## src/rtl/scu_irq_ctrl_if.sv

```systemverilog
// Bus between the SCU interrupt controller and its host: request pulses,
// register port, and the CPU level/vector/acknowledge handshake.
interface scu_irq_ctrl_if #(
   parameter int NSRC = 32
);
   logic             ce;
   logic [NSRC-1:0]  irq;
   logic [1:0]       reg_sel;
   logic             reg_wr;
   logic [31:0]      reg_di;
   logic [31:0]      reg_do;
   logic [3:0]       irl;
   logic [7:0]       vec;
   logic             iack;

   // Host / CPU side: drives requests, register accesses and acknowledges.
   modport master (
      output ce, irq, reg_sel, reg_wr, reg_di, iack,
      input  reg_do, irl, vec
   );

   // Controller side.
   modport slave (
      input  ce, irq, reg_sel, reg_wr, reg_di, iack,
      output reg_do, irl, vec
   );
endinterface

```

## src/rtl/scu_irq_ctrl.sv

```systemverilog
// SCU interrupt controller: latches request pulses into a status register,
// masks them, arbitrates the highest-level candidate and presents it to the
// SH-2 as IRL/VEC until acknowledged. External (A-bus) sources are locked out
// while busy is set, and busy is released by an AIACK register write.
//
// state    | meaning
// ---------+-----------------------------------------------------------
// IDLE     | nothing presented, IRL = 0; loads the winner when one exists
// PRESENT  | IRL/VEC driven, re-arbitrated every CE cycle, waits for IACK
// ACKED    | one CE cycle with IRL = 0 after an acknowledge
module scu_irq_ctrl #(
   parameter int                NSRC      = 32,
   parameter logic [31:0]       EXT_MASK  = 32'hFFFF0000,
   parameter logic [4*NSRC-1:0] LVL_TABLE = 128'h11111111_44447777_00255668_89ABCDEF,
   parameter logic [7:0]        VEC_BASE  = 8'h40,
   parameter logic [31:0]       MASK_INIT = 32'h0000BFFF
) (
   input  logic              clk_i,
   input  logic              rst_n_i,
   scu_irq_ctrl_if.slave     bus
);

   localparam int IW = (NSRC > 1) ? $clog2(NSRC) : 1;
   localparam logic [NSRC-1:0] EXT_SRC  = EXT_MASK[NSRC-1:0];
   localparam logic [NSRC-1:0] MASK_RST = MASK_INIT[NSRC-1:0];

   localparam logic [1:0] SEL_MASK   = 2'd0;
   localparam logic [1:0] SEL_STATUS = 2'd1;
   localparam logic [1:0] SEL_AIACK  = 2'd2;

   typedef enum logic [1:0] {
      ST_IDLE    = 2'd0,
      ST_PRESENT = 2'd1,
      ST_ACKED   = 2'd2
   } state_t;

   state_t            state_q, state_d;
   logic [NSRC-1:0]   mask_q, mask_d;
   logic [NSRC-1:0]   status_q, status_d;
   logic              busy_q, busy_d;
   logic [3:0]        irl_q, irl_d;
   logic [7:0]        vec_q, vec_d;
   logic [IW-1:0]     idx_q, idx_d;

   logic [NSRC-1:0]   cand;
   logic [NSRC-1:0]   ack_clr;
   logic [3:0]        win_lvl;
   logic [IW-1:0]     win_idx;
   logic              win_vld;
   logic [7:0]        win_vec;
   logic              wr_mask, wr_status, wr_aiack;
   logic              iack_take;
   logic [31:0]       rd_data;

   // Register-port strobes; nothing is accepted while CE is low.
   assign wr_mask   = bus.ce & bus.reg_wr & (bus.reg_sel == SEL_MASK);
   assign wr_status = bus.ce & bus.reg_wr & (bus.reg_sel == SEL_STATUS);
   assign wr_aiack  = bus.ce & bus.reg_wr & (bus.reg_sel == SEL_AIACK);

   // An acknowledge only counts while a request is actually presented.
   assign iack_take = bus.ce & bus.iack & (state_q == ST_PRESENT);

   // External sources drop out of arbitration while the A-bus is busy.
   assign cand = status_q & ~mask_q & ~(EXT_SRC & {NSRC{busy_q}});

   // Highest level wins; strict compare keeps ties on the lowest index and
   // keeps level-0 sources from ever winning.
   always_comb begin
      win_lvl = 4'd0;
      win_idx = '0;
      for (int i = 0; i < NSRC; i++) begin
         if (cand[i] && (LVL_TABLE[4*i +: 4] > win_lvl)) begin
            win_lvl = LVL_TABLE[4*i +: 4];
            win_idx = IW'(i);
         end
      end
   end

   assign win_vld = (win_lvl != 4'd0);
   assign win_vec = VEC_BASE + 8'(win_idx);

   // Status update: register clear and acknowledge clear first, new requests
   // last so a coincident pulse always leaves the bit pending.
   always_comb begin
      ack_clr = '0;
      ack_clr[idx_q] = iack_take;
      status_d = status_q;
      if (wr_status) begin
         status_d = status_d & bus.reg_di[NSRC-1:0];
      end
      status_d = status_d & ~ack_clr;
      if (bus.ce) begin
         status_d = status_d | bus.irq;
      end
   end

   // Mask and busy update; acknowledging an external source outranks an
   // AIACK release in the same cycle.
   always_comb begin
      mask_d = mask_q;
      if (wr_mask) begin
         mask_d = bus.reg_di[NSRC-1:0];
      end
      busy_d = busy_q;
      if (wr_aiack && bus.reg_di[0]) begin
         busy_d = 1'b0;
      end
      if (iack_take && EXT_SRC[idx_q]) begin
         busy_d = 1'b1;
      end
   end

   // Presentation FSM: next state and the registered IRL/VEC/index.
   always_comb begin
      state_d = state_q;
      irl_d   = irl_q;
      vec_d   = vec_q;
      idx_d   = idx_q;
      if (bus.ce) begin
         case (state_q)
            ST_IDLE: begin
               if (win_vld) begin
                  irl_d   = win_lvl;
                  vec_d   = win_vec;
                  idx_d   = win_idx;
                  state_d = ST_PRESENT;
               end
            end
            ST_PRESENT: begin
               if (iack_take) begin
                  irl_d   = 4'd0;
                  vec_d   = 8'd0;
                  state_d = ST_ACKED;
               end else if (win_vld) begin
                  irl_d   = win_lvl;
                  vec_d   = win_vec;
                  idx_d   = win_idx;
               end else begin
                  irl_d   = 4'd0;
                  vec_d   = 8'd0;
                  state_d = ST_IDLE;
               end
            end
            ST_ACKED: begin
               irl_d   = 4'd0;
               vec_d   = 8'd0;
               state_d = ST_IDLE;
            end
            default: begin
               irl_d   = 4'd0;
               vec_d   = 8'd0;
               state_d = ST_IDLE;
            end
         endcase
      end
   end

   // State and register file; every d-term already holds its value when CE=0.
   always_ff @(posedge clk_i or negedge rst_n_i) begin
      if (!rst_n_i) begin
         state_q  <= ST_IDLE;
         mask_q   <= MASK_RST;
         status_q <= '0;
         busy_q   <= 1'b0;
         irl_q    <= 4'd0;
         vec_q    <= 8'd0;
         idx_q    <= '0;
      end else begin
         state_q  <= state_d;
         mask_q   <= mask_d;
         status_q <= status_d;
         busy_q   <= busy_d;
         irl_q    <= irl_d;
         vec_q    <= vec_d;
         idx_q    <= idx_d;
      end
   end

   // Read mux; bits above NSRC and the reserved address read as zero.
   always_comb begin
      rd_data = '0;
      case (bus.reg_sel)
         SEL_MASK:   rd_data[NSRC-1:0] = mask_q;
         SEL_STATUS: rd_data[NSRC-1:0] = status_q;
         SEL_AIACK:  rd_data[0]        = busy_q;
         default:    rd_data           = '0;
      endcase
   end

   assign bus.reg_do = rd_data;
   assign bus.irl    = irl_q;
   assign bus.vec    = vec_q;

endmodule
```

## src/flat_wrapper.sv

```systemverilog
// flat-port wrapper written by rule: the top's interface ports become plain ports
module scu_irq_ctrl_flat 
#(
   parameter int                NSRC      = 32,
   parameter logic [31:0]       EXT_MASK  = 32'hFFFF0000,
   parameter logic [4*NSRC-1:0] LVL_TABLE = 128'h11111111_44447777_00255668_89ABCDEF,
   parameter logic [7:0]        VEC_BASE  = 8'h40,
   parameter logic [31:0]       MASK_INIT = 32'h0000BFFF
)
  (clk_i, rst_n_i, bus_ce, bus_irq, bus_reg_sel, bus_reg_wr, bus_reg_di, bus_iack, bus_reg_do, bus_irl, bus_vec);
  scu_irq_ctrl_if #(.NSRC(NSRC)) bus_i ();
  input  logic clk_i;
  input  logic rst_n_i;
  input wire logic [$bits(bus_i.ce)-1:0] bus_ce;
  input wire logic [$bits(bus_i.irq)-1:0] bus_irq;
  input wire logic [$bits(bus_i.reg_sel)-1:0] bus_reg_sel;
  input wire logic [$bits(bus_i.reg_wr)-1:0] bus_reg_wr;
  input wire logic [$bits(bus_i.reg_di)-1:0] bus_reg_di;
  input wire logic [$bits(bus_i.iack)-1:0] bus_iack;
  output wire logic [$bits(bus_i.reg_do)-1:0] bus_reg_do;
  output wire logic [$bits(bus_i.irl)-1:0] bus_irl;
  output wire logic [$bits(bus_i.vec)-1:0] bus_vec;
  assign bus_i.ce = bus_ce;
  assign bus_i.irq = bus_irq;
  assign bus_i.reg_sel = bus_reg_sel;
  assign bus_i.reg_wr = bus_reg_wr;
  assign bus_i.reg_di = bus_reg_di;
  assign bus_i.iack = bus_iack;
  assign bus_reg_do = bus_i.reg_do;
  assign bus_irl = bus_i.irl;
  assign bus_vec = bus_i.vec;
  scu_irq_ctrl #(.NSRC(NSRC), .EXT_MASK(EXT_MASK), .LVL_TABLE(LVL_TABLE), .VEC_BASE(VEC_BASE), .MASK_INIT(MASK_INIT)) u_core (.clk_i(clk_i), .rst_n_i(rst_n_i), .bus(bus_i));
endmodule
```

## config.mk

```make
export PLATFORM = sky130hd
export DESIGN_NAME = scu_irq_ctrl_flat
export DESIGN_NICKNAME = d
export VERILOG_FILES = /design/src/rtl/scu_irq_ctrl_if.sv /design/src/rtl/scu_irq_ctrl.sv /design/src/flat_wrapper.sv
export SDC_FILE = /design/constraint.sdc
export NUM_CORES = 1
export LEC_CHECK = 0
export CAP_MARGIN = 5
export CELL_PAD_IN_SITES_DETAIL_PLACEMENT = 0
export CELL_PAD_IN_SITES_GLOBAL_PLACEMENT = 2
export CORE_MARGIN = 2
export CORE_UTILIZATION = 42
export CTS_CLUSTER_SIZE = 20
export DETAILED_ROUTE_END_ITERATION = 8
export DONT_BUFFER_PORTS = 1
export GPL_TIMING_DRIVEN = 0
export PLACE_DENSITY = 0.83
export SLEW_MARGIN = 20
export SYNTH_ARGS = -nofsm -noshare
export SYNTH_HDL_FRONTEND = slang
export SYNTH_SLANG_ARGS = --single-unit
```

## constraint.sdc

```tcl
create_clock -name clk_i -period 6.1 [get_ports clk_i]
set_input_delay 0.915 -clock clk_i [delete_from_list [all_inputs] [get_ports clk_i]]
set_output_delay 0.915 -clock clk_i [all_outputs]
set_load 0.005 [all_outputs]
```

==> results of run 1 <==
## cell type report
type | count | area (sq um) | area share, %
Tap cell | 143 | 179 | 3.28
Clock inverter | 5 | 31.3 | 0.573
Buffer | 29 | 128 | 2.34
Sequential cell | 82 | 2070 | 38.0
Inverter | 3 | 11.3 | 0.206
Multi-Input combinational cell | 428 | 2800 | 51.4
Clock buffer | 11 | 233 | 4.27
## logic make-up after synthesis
| kind of cell | synth area share (%) |
|---|---|
| compound gates | 17.5 |
| buf+inv | 2.77 |
| other cells | 0.0749 |
| simple gates | 24.8 |
| mux | 13.6 |
| flops | 41.3 |
## flip-flops by register name (all words and copies together) (netlist names)
signal           flops
u_core.mask_q       32
u_core.busy_q        1
u_core.idx_q         5
u_core.bus.vec       6
u_core.status_q     32
u_core.state_q       2
u_core.bus.irl       4
## worst max-delay path, delay by kind of cell, from the launching register on
family / cells / cell delay (ns)
buffers and inverters: 1 / 0.43
AOI/OAI and AO/OA: 4 / 0.95
DFF: 1 / 0.55
and+or+nand+nor: 4 / 1.75
## layer usage
metal,track usage (%),part of all wire (%),vias to the layer above
met5,0,0,-
met4,9.35,2.6,0
met3,6.37,7.3,24
met2,39.8,45,170
met1,35.3,45,2042
li1,-,-,2015
## placed cells by master, fill, tap and decap left out, types with 5 or more instances in the layout
| cell type | count |
|---|---|
| mux2_2 | 31 |
| clkbuf_1 | 25 |
| o21ai_0 | 14 |
| a31oi_1 | 5 |
| nor2b_1 | 22 |
| nand3b_1 | 6 |
| dfrtp_1 | 67 |
| nor3_1 | 5 |
| nor4_1 | 5 |
| mux2i_1 | 33 |
| a21oi_1 | 14 |
| nor2_1 | 58 |
| nand2_1 | 83 |
| a21o_1 | 8 |
| clkbuf_16 | 9 |
| o31ai_1 | 5 |
| o221ai_1 | 33 |
| dfstp_2 | 15 |
| nand3_1 | 15 |
| a211oi_1 | 7 |
| nand2b_1 | 26 |
## worst min-delay path by stage
stage | to | slack, ns | cells past startpoint
final | u_core.status_q[6]$_DFF_PN0_ | 0.26 | 0
after global routing | u_core.status_q[5]$_DFF_PN0_ | 0.24 | 0
after CTS | u_core.status_q[6]$_DFF_PN0_ | 0.24 | 0
after detailed placement | u_core.bus.vec[6]$_DFFE_PN0P_ | 0.49 | 2
after global placement | u_core.bus.vec[2]$_DFFE_PN0P_ | 0.49 | 1
after floorplan | u_core.bus.vec[6]$_DFFE_PN0P_ | 0.47 | 2
## power groups by stage
stage / logic [W] / clock network [W] / registers (W)
after floorplan: 0.000334 / 0 / 0.000702
after global routing: 0.000492 / 0.000530 / 0.000726
after detailed placement: 0.000437 / 0 / 0.000721
after CTS: 0.000439 / 0.000509 / 0.000711
final: 0.000443 / 0.000495 / 0.000713
after global placement: 0.000432 / 0 / 0.000715
## stage by stage
step	cells	worst slack (ns)	hold WS, ns	power [W]
3_3_place_gp	685	2.43	0.486	0.00115
2_1_floorplan	542	3.21	0.467	0.00104
6_report	701	2.26	0.257	0.00165
3_5_place_dp	685	2.38	0.493	0.00116
4_1_cts	701	2.36	0.244	0.00166
5_1_grt	701	1.92	0.244	0.00175
==> metrics.txt, run 1 <==
critical path's slowest cell nor4_2; Worst slew margin between 20% and 30%; Synth area leaders dfrtp_1 33%, dfstp_2 7.9%, mux2_2 7.0%, mux2i_1 6.6%, nand2_1 6.2%; Fill cells roughly 1100; Post-DP HPWL 11700 um; worst setup path start u_core.mask_q[0]$_DFFE_PN1P_; GPL Wtd Cong 0.897; synthesized area per cell around 9.3 sq um; Setup crit end u_core.idx_q[0]$_DFFE_PN0P_; number of top-level pins roughly 120; Sw Ratio 33.9%; Reg clk slew, reported paths roughly 0.060 ns; combinational share of power 26.8%; Seq/Total Area, Yosys 41.3%; drt wl/cell between 20 and 25 um; Post-Route Skew 0.0114 ns; Tcrit/Tclk final 62.9%; worst-path maximum fanout 10; via/cell ratio 6.06; vias in the first global route approximately 4400; total negative slack 0 ns; Critical Path, Cell by Cell nor2b_1 -> nor4_2 -> and3_1 -> clkbuf_1 -> a21boi_0 -> o21ai_0 -> o21ai_0 -> nor4_1 -> o21ai_0; Gates resized, CTS repair 0; most common cell in the netlist nand2_1; DRT iter0 DRCs around 290; Synthesis Warnings 0; final setup vio count 0; worst min path class in2async; cell taking the most area after synthesis dfrtp_1; synthesized instance count roughly 540; Util after Layout around 47%; post-CTS setup buffers 0; most used cell, CP o21ai_0; First-pass DRT Iterations 7; Pleak 2.18 nW; max_cap viols 0; DP Area 5190 sq um; FF-to-FF End u_core.idx_q[0]$_DFFE_PN0P_; Clock Tree Root clkbuf_16; DIE AREA 12800 sq um; CTS Sinks 82; actual slew at the worst max-slew pin 1.04 ns; Final Cell Area 5460 sq um; via count between 4000 and 5000; DRC 4; status complete, but fails checks; Mapped Area 5010 sq um; critical path class reg2reg; Num CTS Buffers 9; hold-fix buffer count after cts 0; reg2reg start u_core.mask_q[0]$_DFFE_PN1P_; max-slew violations 0; DRT Wirelength 15800 um; PortBufs 0; row count 39; Worst VDD drop roughly 0.00018 V; Clock power frac 30.0%; Internal about 0.0011 W; fmax 261 MHz; initial core utilization 43.5%; RSZ-0062 raised after global routing no; CP endpoint kind flop; P_sw 0.000559 W; Critical Path RT 6.30 ns; fin crit period 3.84 ns; Yosys top cell area share 33.5%; Arr. time, crit path about 4 ns; initial antenna violation count 0; Post-synth EDFFs 0; most frequent cells after synthesis 83 x nand2_1, 67 x dfrtp_1, 58 x nor2_1, 33 x mux2i_1, 33 x o221ai_1; n_diodes 0; CP max stage delay 0.77 ns; layout cells sized above 1 13.6%; H-tree level count 3; worst reg2reg path depth 9; failing checks design-rule violations; pin count of the biggest net entering global routing 83; Core Area 11500 sq um; Area Growth Syn to Fin 8.92%; Post-synth top flop dfrtp_1; Die Width 113 um; total global routing overflow 0; asr flop ratio synth 100%; startpoint types flop; Yosys cell types 62; Final Hold Viols 0; die height 113 um; Reg2Reg Setup Slack 2.26 ns; TritonCTS clock tree built; clock tree buffer depth 2; NumNets Final 624; sequential share of power 43.2%; register bit total from synthesis 82; clk_lat worst skew around 0.35 ns; GRT Util Overall 25.8%; first-pass GRT wire length 25000 um; Final ANT Viol Nets 0; power per cell area 303 nW/um^2
Note: power is estimated with default switching activity, not from simulation.
==> run 2, diff against run 1 <==
--- a/config.mk
+++ b/config.mk
@@ -9,12 +9,12 @@
 export CELL_PAD_IN_SITES_DETAIL_PLACEMENT = 0
 export CELL_PAD_IN_SITES_GLOBAL_PLACEMENT = 2
 export CORE_MARGIN = 2
-export CORE_UTILIZATION = 42
+export CORE_UTILIZATION = 35
 export CTS_CLUSTER_SIZE = 20
 export DETAILED_ROUTE_END_ITERATION = 8
 export DONT_BUFFER_PORTS = 1
 export GPL_TIMING_DRIVEN = 0
-export PLACE_DENSITY = 0.83
+export PLACE_DENSITY = 0.73
 export SLEW_MARGIN = 20
 export SYNTH_ARGS = -nofsm -noshare
 export SYNTH_HDL_FRONTEND = slang
==> constraint.sdc (replaced) <==
create_clock -name clk_i -period 3.15 [get_ports clk_i]
set_input_delay 0.4725 -clock clk_i [delete_from_list [all_inputs] [get_ports clk_i]]
set_output_delay 0.4725 -clock clk_i [all_outputs]
set_load 0.005 [all_outputs]
==> run 2 against run 1 <==
Net effect:
- the flow now finishes without violations
- wire length grew 7.1%
- final cell count up 6.7%
- non-clock buffer count up 9
- sequential cell count unchanged
- maximum frequency is 26% higher
- critical path depth did not move
- first-iteration DRC count decreased by 35%
- largest cell class unchanged
- combinational power rose by 110%
- largest power group unchanged
==> metrics.txt, run 2 (synthesis results as in run 1) <==
clock tree buffer depth 2; sequential share of power 40.9%; vias in the first global route roughly 4400; total global routing overflow 0; worst-path maximum fanout 10; GRT Util Overall 23.0%; max-slew violations 0; Sw Ratio approximately a third; Worst slew margin 33.0%; via count 4361; DIE AREA between 15000 and 20000 sq um; GPL Wtd Cong 0.841; final setup vio count 0; DRT iter0 DRCs between 150 and 200; actual slew at the worst max-slew pin 0.997 ns; Internal 0.00224 W; critical path class reg2reg; CTS Sinks between 80 and 90; fmax 330 MHz; DRT Wirelength 17000 um; Final Hold Viols 0; worst min path class in2async; Util after Layout roughly 41%; Clock Tree Root clkbuf_16; H-tree level count 3; initial antenna violation count 0; initial core utilization 36.0%; status completed; P_sw roughly 0.0011 W; Tcrit/Tclk final 96.3%; RSZ-0062 raised after global routing no; number of top-level pins roughly 120; dpl cells 722; Post-Route Skew about 0.0082 ns; first-pass GRT wire length roughly 26000 um; power per cell area 596 nW/um^2; commonest non-fill, non-tap cell in the layout nand2_1; drt wl/cell ~23 um; Reg clk slew, reported paths ~0.06 ns; Clock power frac 31.8%; Final ANT Viol Nets 0; die height 124 um; area of the multi-input gates between 2000 and 3000 sq um; Fill cells 1433; final cell count without fillers approximately 750; CP max stage delay ~0.59 ns; startpoint types flop; Num CTS Buffers 9; commonest non-fill, non-tap cells in the layout 83 x nand2_1, 67 x dfrtp_1, 58 x nor2_1; Core Area 13900 sq um; pin count of the biggest net entering global routing 83; Sequential Area 2070 sq um; Area Growth Syn to Fin 13.2%; First-pass DRT Iterations 5; layout cells sized above 1 around 16%; max_cap viols 0; row count 43; Die Width 124 um; combinational share of power 27.3%; Critical Path RT about 3.4 ns; n_diodes 0; Critical Path, Cell by Cell nor2b_4 -> nor4_4 -> nand4_2 -> or4b_4 -> or4_4 -> o211ai_2 -> buf_4 -> inv_1 -> a31oi_1; critical path's slowest cell or4_4; Pleak between 2 and 2.5 nW; NumNets Final 634; crit-path leading delay family simple AND/OR/NAND/NOR gates; total negative slack 0 ns; via/cell ratio a little under 6; Post-DP HPWL roughly 12000 um; DRC 0; TritonCTS clock tree built; PortBufs 0; CP endpoint kind flop; Arr. time, crit path 3.30 ns; worst path bufs/invs 2; Worst VDD drop 0.000322 V; clk_lat worst skew ~0.35 ns; fin crit period about 3.0 ns
[run 2: cell types whose count changed in the layout (fill, tap and decap cells not counted), moves of 2 or more]
| cell | change |
|---|---|
| o21ai_1 | +2 |
| o21ai_0 | -2 |
| buf_4 | +8 |
| clkinv_2 | -2 |
[run 2: layout make-up]
type	instances	area share, %
Clock inverter	4	0.927
Timing Repair Buffer	9	1.54
Buffer	29	2.27
Inverter	3	0.199
Clock buffer	12	4.35
Multi-Input combinational cell	429	50.2
Tap cell	180	3.97
Sequential cell	82	36.5
[run 2: path summary, 6_finish.rpt]
check | start | end | slack, ns | cells after the start
max | u_core.mask_q[6]$_DFFE_PN1P_ | u_core.idx_q[1]$_DFFE_PN0P_ | 0.12 | 9
min | rst_n_i | u_core.status_q[3]$_DFF_PN0_ | 0.03 | 1
max reg2reg | u_core.mask_q[6]$_DFFE_PN1P_ | u_core.idx_q[1]$_DFFE_PN0P_ | 0.12 | 9
min reg2reg | u_core.bus.vec[6]$_DFFE_PN0P_ | u_core.bus.vec[6]$_DFFE_PN0P_ | 0.50 | 2
max in group asynchronous | rst_n_i | u_core.mask_q[0]$_DFFE_PN1P_ | 2.77 | 1
min in group clk_i | bus_irq[19] | u_core.status_q[19]$_DFF_PN0_ | 0.23 | 2
[run 2: metrics by stage]
stage	total power (W)	setup WS (ns)	hold WS (ns)	area, sq um
3_3_place_gp	0.00224	-0.698	0.181	5240
6_report	0.00338	0.116	0.0336	5670
5_1_grt	0.00357	0.00158	0.0498	5670
3_5_place_dp	0.00225	-0.650	0.181	5240
2_1_floorplan	0.00201	0.257	0.177	5010
4_1_cts	0.00338	0.00813	0.0419	5620
[run 2: power by group through the flow]
stage | sequential (W) | clock [W] | combinational, W
after floorplan | 0.00136 | 0 | 0.000647
after global placement | 0.00139 | 0 | 0.000849
after detailed placement | 0.00140 | 0 | 0.000854
after CTS | 0.00138 | 0.00110 | 0.000899
after global routing | 0.00141 | 0.00115 | 0.00101
final | 0.00138 | 0.00107 | 0.000923
[run 2: routing by layer]
layer | routed length (um) | GRT usage (%)
met2 | 8070 | 35.8
met4 | 190 | 6.32
met1 | 7470 | 31.4
met5 | 0 | 0
met3 | 1240 | 6.36
[run 2: what timing repair did]
action | in CTS | in global routing
resized for setup | 4 | 6
pin swaps | 6 | 7
cloned | 0 | 2
endpoints found under the hold margin | 82 | 0
endpoints found under the setup margin | 16 | 15
setup buffers | 5 | 2
hold buffers | 1 | 0
==> run 3, diff against run 2 <==
--- a/config.mk
+++ b/config.mk
@@ -5,16 +5,17 @@
 export SDC_FILE = /design/constraint.sdc
 export NUM_CORES = 1
 export LEC_CHECK = 0
+export ABC_AREA = 1
 export CAP_MARGIN = 5
 export CELL_PAD_IN_SITES_DETAIL_PLACEMENT = 0
 export CELL_PAD_IN_SITES_GLOBAL_PLACEMENT = 2
 export CORE_MARGIN = 2
-export CORE_UTILIZATION = 35
+export CORE_UTILIZATION = 32
 export CTS_CLUSTER_SIZE = 20
 export DETAILED_ROUTE_END_ITERATION = 8
 export DONT_BUFFER_PORTS = 1
 export GPL_TIMING_DRIVEN = 0
-export PLACE_DENSITY = 0.73
+export PLACE_DENSITY = 0.72
 export SLEW_MARGIN = 20
 export SYNTH_ARGS = -nofsm -noshare
 export SYNTH_HDL_FRONTEND = slang
==> run 3 against run 2 <==
Net effect:
- the run now ends with negative setup slack left
- final cell count up 18%
- worst hold slack about the same
- first-iteration DRC count up 53%
- core utilization down 0.73 points
- global-route usage down 1.1 points
- wire length up 2.0%
- critical endpoint is now u_core.idx_q[3]$_DFFE_PN0P_
- largest cell class unchanged
==> metrics.txt, run 3 <==
Worst VDD drop between 0.0003 and 0.0004 V; CP max stage delay 0.52 ns; critical path class reg2reg; CP endpoint kind flop; via count 4631; Synthesis Warnings 0; RSZ-0062 raised after global routing yes; final cell count without fillers between 800 and 900; Arr. time, crit path 3.49 ns; status complete, but fails checks; most frequent cells after synthesis 135 x nand2_1, 93 x inv_1, 76 x nor2_1, 67 x dfrtp_1, 34 x nand3_1; startpoint types flop; fin crit period approximately 3.3 ns; most common cell in the netlist nand2_1; pin count of the biggest net entering global routing 83; Yosys top cell area share 34.2%; Final ANT Viol Nets 0; worst min path class in2async; critical path's slowest cell dfstp_2; Final Hold Viols 0; commonest non-fill, non-tap cell in the layout nand2_1; DIE AREA approximately 16000 sq um; final setup margin -0.111 ns; drt wl/cell 19.6 um; cell taking the most area after synthesis dfrtp_1; actual slew at the worst max-slew pin 0.757 ns; row count 45; Core Area between 15000 and 20000 sq um; Post-synth top flop dfrtp_1; first-pass GRT wire length 27000 um; Die Width ~130 um; Post-synth EDFFs 0; clock tree buffer depth 2; number of top-level pins about 120; First-pass DRT Iterations 5; Seq/Total Area, Yosys between 40% and 50%; Worst slew margin 49.5%; Reg clk slew, reported paths 0.07 ns; dpl cells 829; failing checks negative setup slack; H-tree level count 3; TritonCTS clock tree built; final setup vio count 17; clk_lat worst skew about 0.34 ns; Post-Route Skew between 0.007 and 0.008 ns; Mapped Area ~4900 sq um; Post-DP HPWL 12700 um; DP Area 5140 sq um; synthesized area per cell 7.66 sq um; worst-path maximum fanout 5; CTS Sinks 82; synthesized instance count 640; NumNets Final between 700 and 800; Critical Path RT roughly 3.4 ns; WHS 0.0331 ns; Tcrit/Tclk final 104%; max-slew violations 0; power per cell area 685 nW/um^2; total global routing overflow 0; fmax 307 MHz; asr flop ratio synth 100%; total power 0.00413 W; DRT iter0 DRCs 291; vias in the first global route ~4700; n_diodes 0; via/cell ratio 5.24; Area Growth Syn to Fin 23.0%; register bit total from synthesis 82; DRT Wirelength 17300 um; layout cells sized above 1 22.4%; PortBufs 0; DRC 0; Num CTS Buffers 9; initial core utilization 32.5%; GPL Wtd Cong 0.851; GRT Util Overall 21.9%; die height between 100 and 150 um; Final Cell Area 6030 sq um; max_cap viols 0; commonest non-fill, non-tap cells in the layout 115 x nand2_1, 90 x inv_1, 69 x nor2_1; Util after Layout 40.0%; initial antenna violation count 0; Synth area leaders dfrtp_1 34%, nand2_1 10%, dfstp_2 8.0%, inv_1 7.1%, nor2_1 5.8%; Clock Tree Root clkbuf_16; Yosys cell types 43; Pleak between 2 and 3 nW
run 3: changes by cell type after synthesis, moves of 8 or more:
| cell | change |
|---|---|
| a21o_1 | -8 |
| a21oi_1 | +19 |
| inv_1 | +90 |
| mux2_2 | -28 |
| mux2i_1 | -33 |
| nand2_1 | +52 |
| nand2b_1 | -26 |
| nand3_1 | +19 |
| nor2_1 | +18 |
| nor2b_1 | -22 |
| nor3_1 | +15 |
| o22ai_1 | +20 |
run 3: repair_timing:
action                     4_1_cts  5_1_grt
pin swaps                       26       40
setup buffers                   28       12
hold endpoints to repair        82        0
setup endpoints to repair       17       17
hold buffers                     1        0
gates resized for setup         36       41
cloned                           1        0
run 3: layout make-up:
type	instances	area, sq um
plain buffers	24	106
clock buffers	9	225
multi-input cells	436	2610
repair buffers	39	355
flip-flops and latches	82	2070
fillers	1600	9060
well taps	188	235
inverters	98	380
clock inverters	7	51.3
run 3: report_power, final:
group,switching (W),internal [W],total [W],leakage [nW]
logic,0.00105,0.000599,0.00165,1.82
registers,0.000169,0.00130,0.00147,0.874
clock network,0.000475,0.000540,0.00102,0.133
total,0.00170,0.00243,0.00413,2.83
run 3: path summary, 6_finish.rpt:
path / cells after the start / slack, ns / from / endpoint
worst max register to register: 25 / -0.11 / u_core.mask_q[1]$_DFFE_PN1P_ / u_core.idx_q[3]$_DFFE_PN0P_
min in group clk_i: 2 / 0.24 / bus_irq[23] / u_core.status_q[23]$_DFF_PN0_
worst min register to register: 2 / 0.49 / u_core.mask_q[8]$_DFFE_PN1P_ / u_core.mask_q[8]$_DFFE_PN1P_
worst max-delay path: 25 / -0.11 / u_core.mask_q[1]$_DFFE_PN1P_ / u_core.idx_q[3]$_DFFE_PN0P_
worst min-delay path: 1 / 0.03 / rst_n_i / u_core.bus.irl[3]$_DFFE_PN0P_
max in group asynchronous: 1 / 2.74 / rst_n_i / u_core.mask_q[0]$_DFFE_PN1P_
run 3: logic make-up (layout without fill, tap and decap cells):
| group | Yosys count | count (layout) | share of synthesized area (%) |
|---|---|---|---|
| AO/OA/AOI/OAI | 122 | 122 | 17.0 |
| flip-flops | 82 | 82 | 42.2 |
| other | 1 | 2 | 0.0765 |
| AND/OR/NAND/NOR | 309 | 309 | 30.1 |
| buffers and inverters | 123 | 177 | 9.90 |
| multiplexers | 3 | 3 | 0.689 |
run 3: layer usage:
| metal | wire length, um | GRT usage, % |
|---|---|---|
| met2 | 8080 | 34.6 |
| met5 | 0 | 0 |
| met3 | 1290 | 6.30 |
| met4 | 197 | 5.49 |
| met1 | 7740 | 29.7 |
run 3: through the flow:
step / setup TNS (ns) / setup WS (ns)
after global placement: -6.44 / -0.476
final: -1.11 / -0.111
after floorplan: 0 / 0.119
after global routing: -5.14 / -0.322
after detailed placement: -6.95 / -0.512
after CTS: -2.72 / -0.228
run 3: critical path: cells and delay by family, from the launching register on:
family,cells,cell delay (ns)
compound gates,2,0.19
buf+inv,3,0.33
flops,1,0.52
simple gates,20,2.09
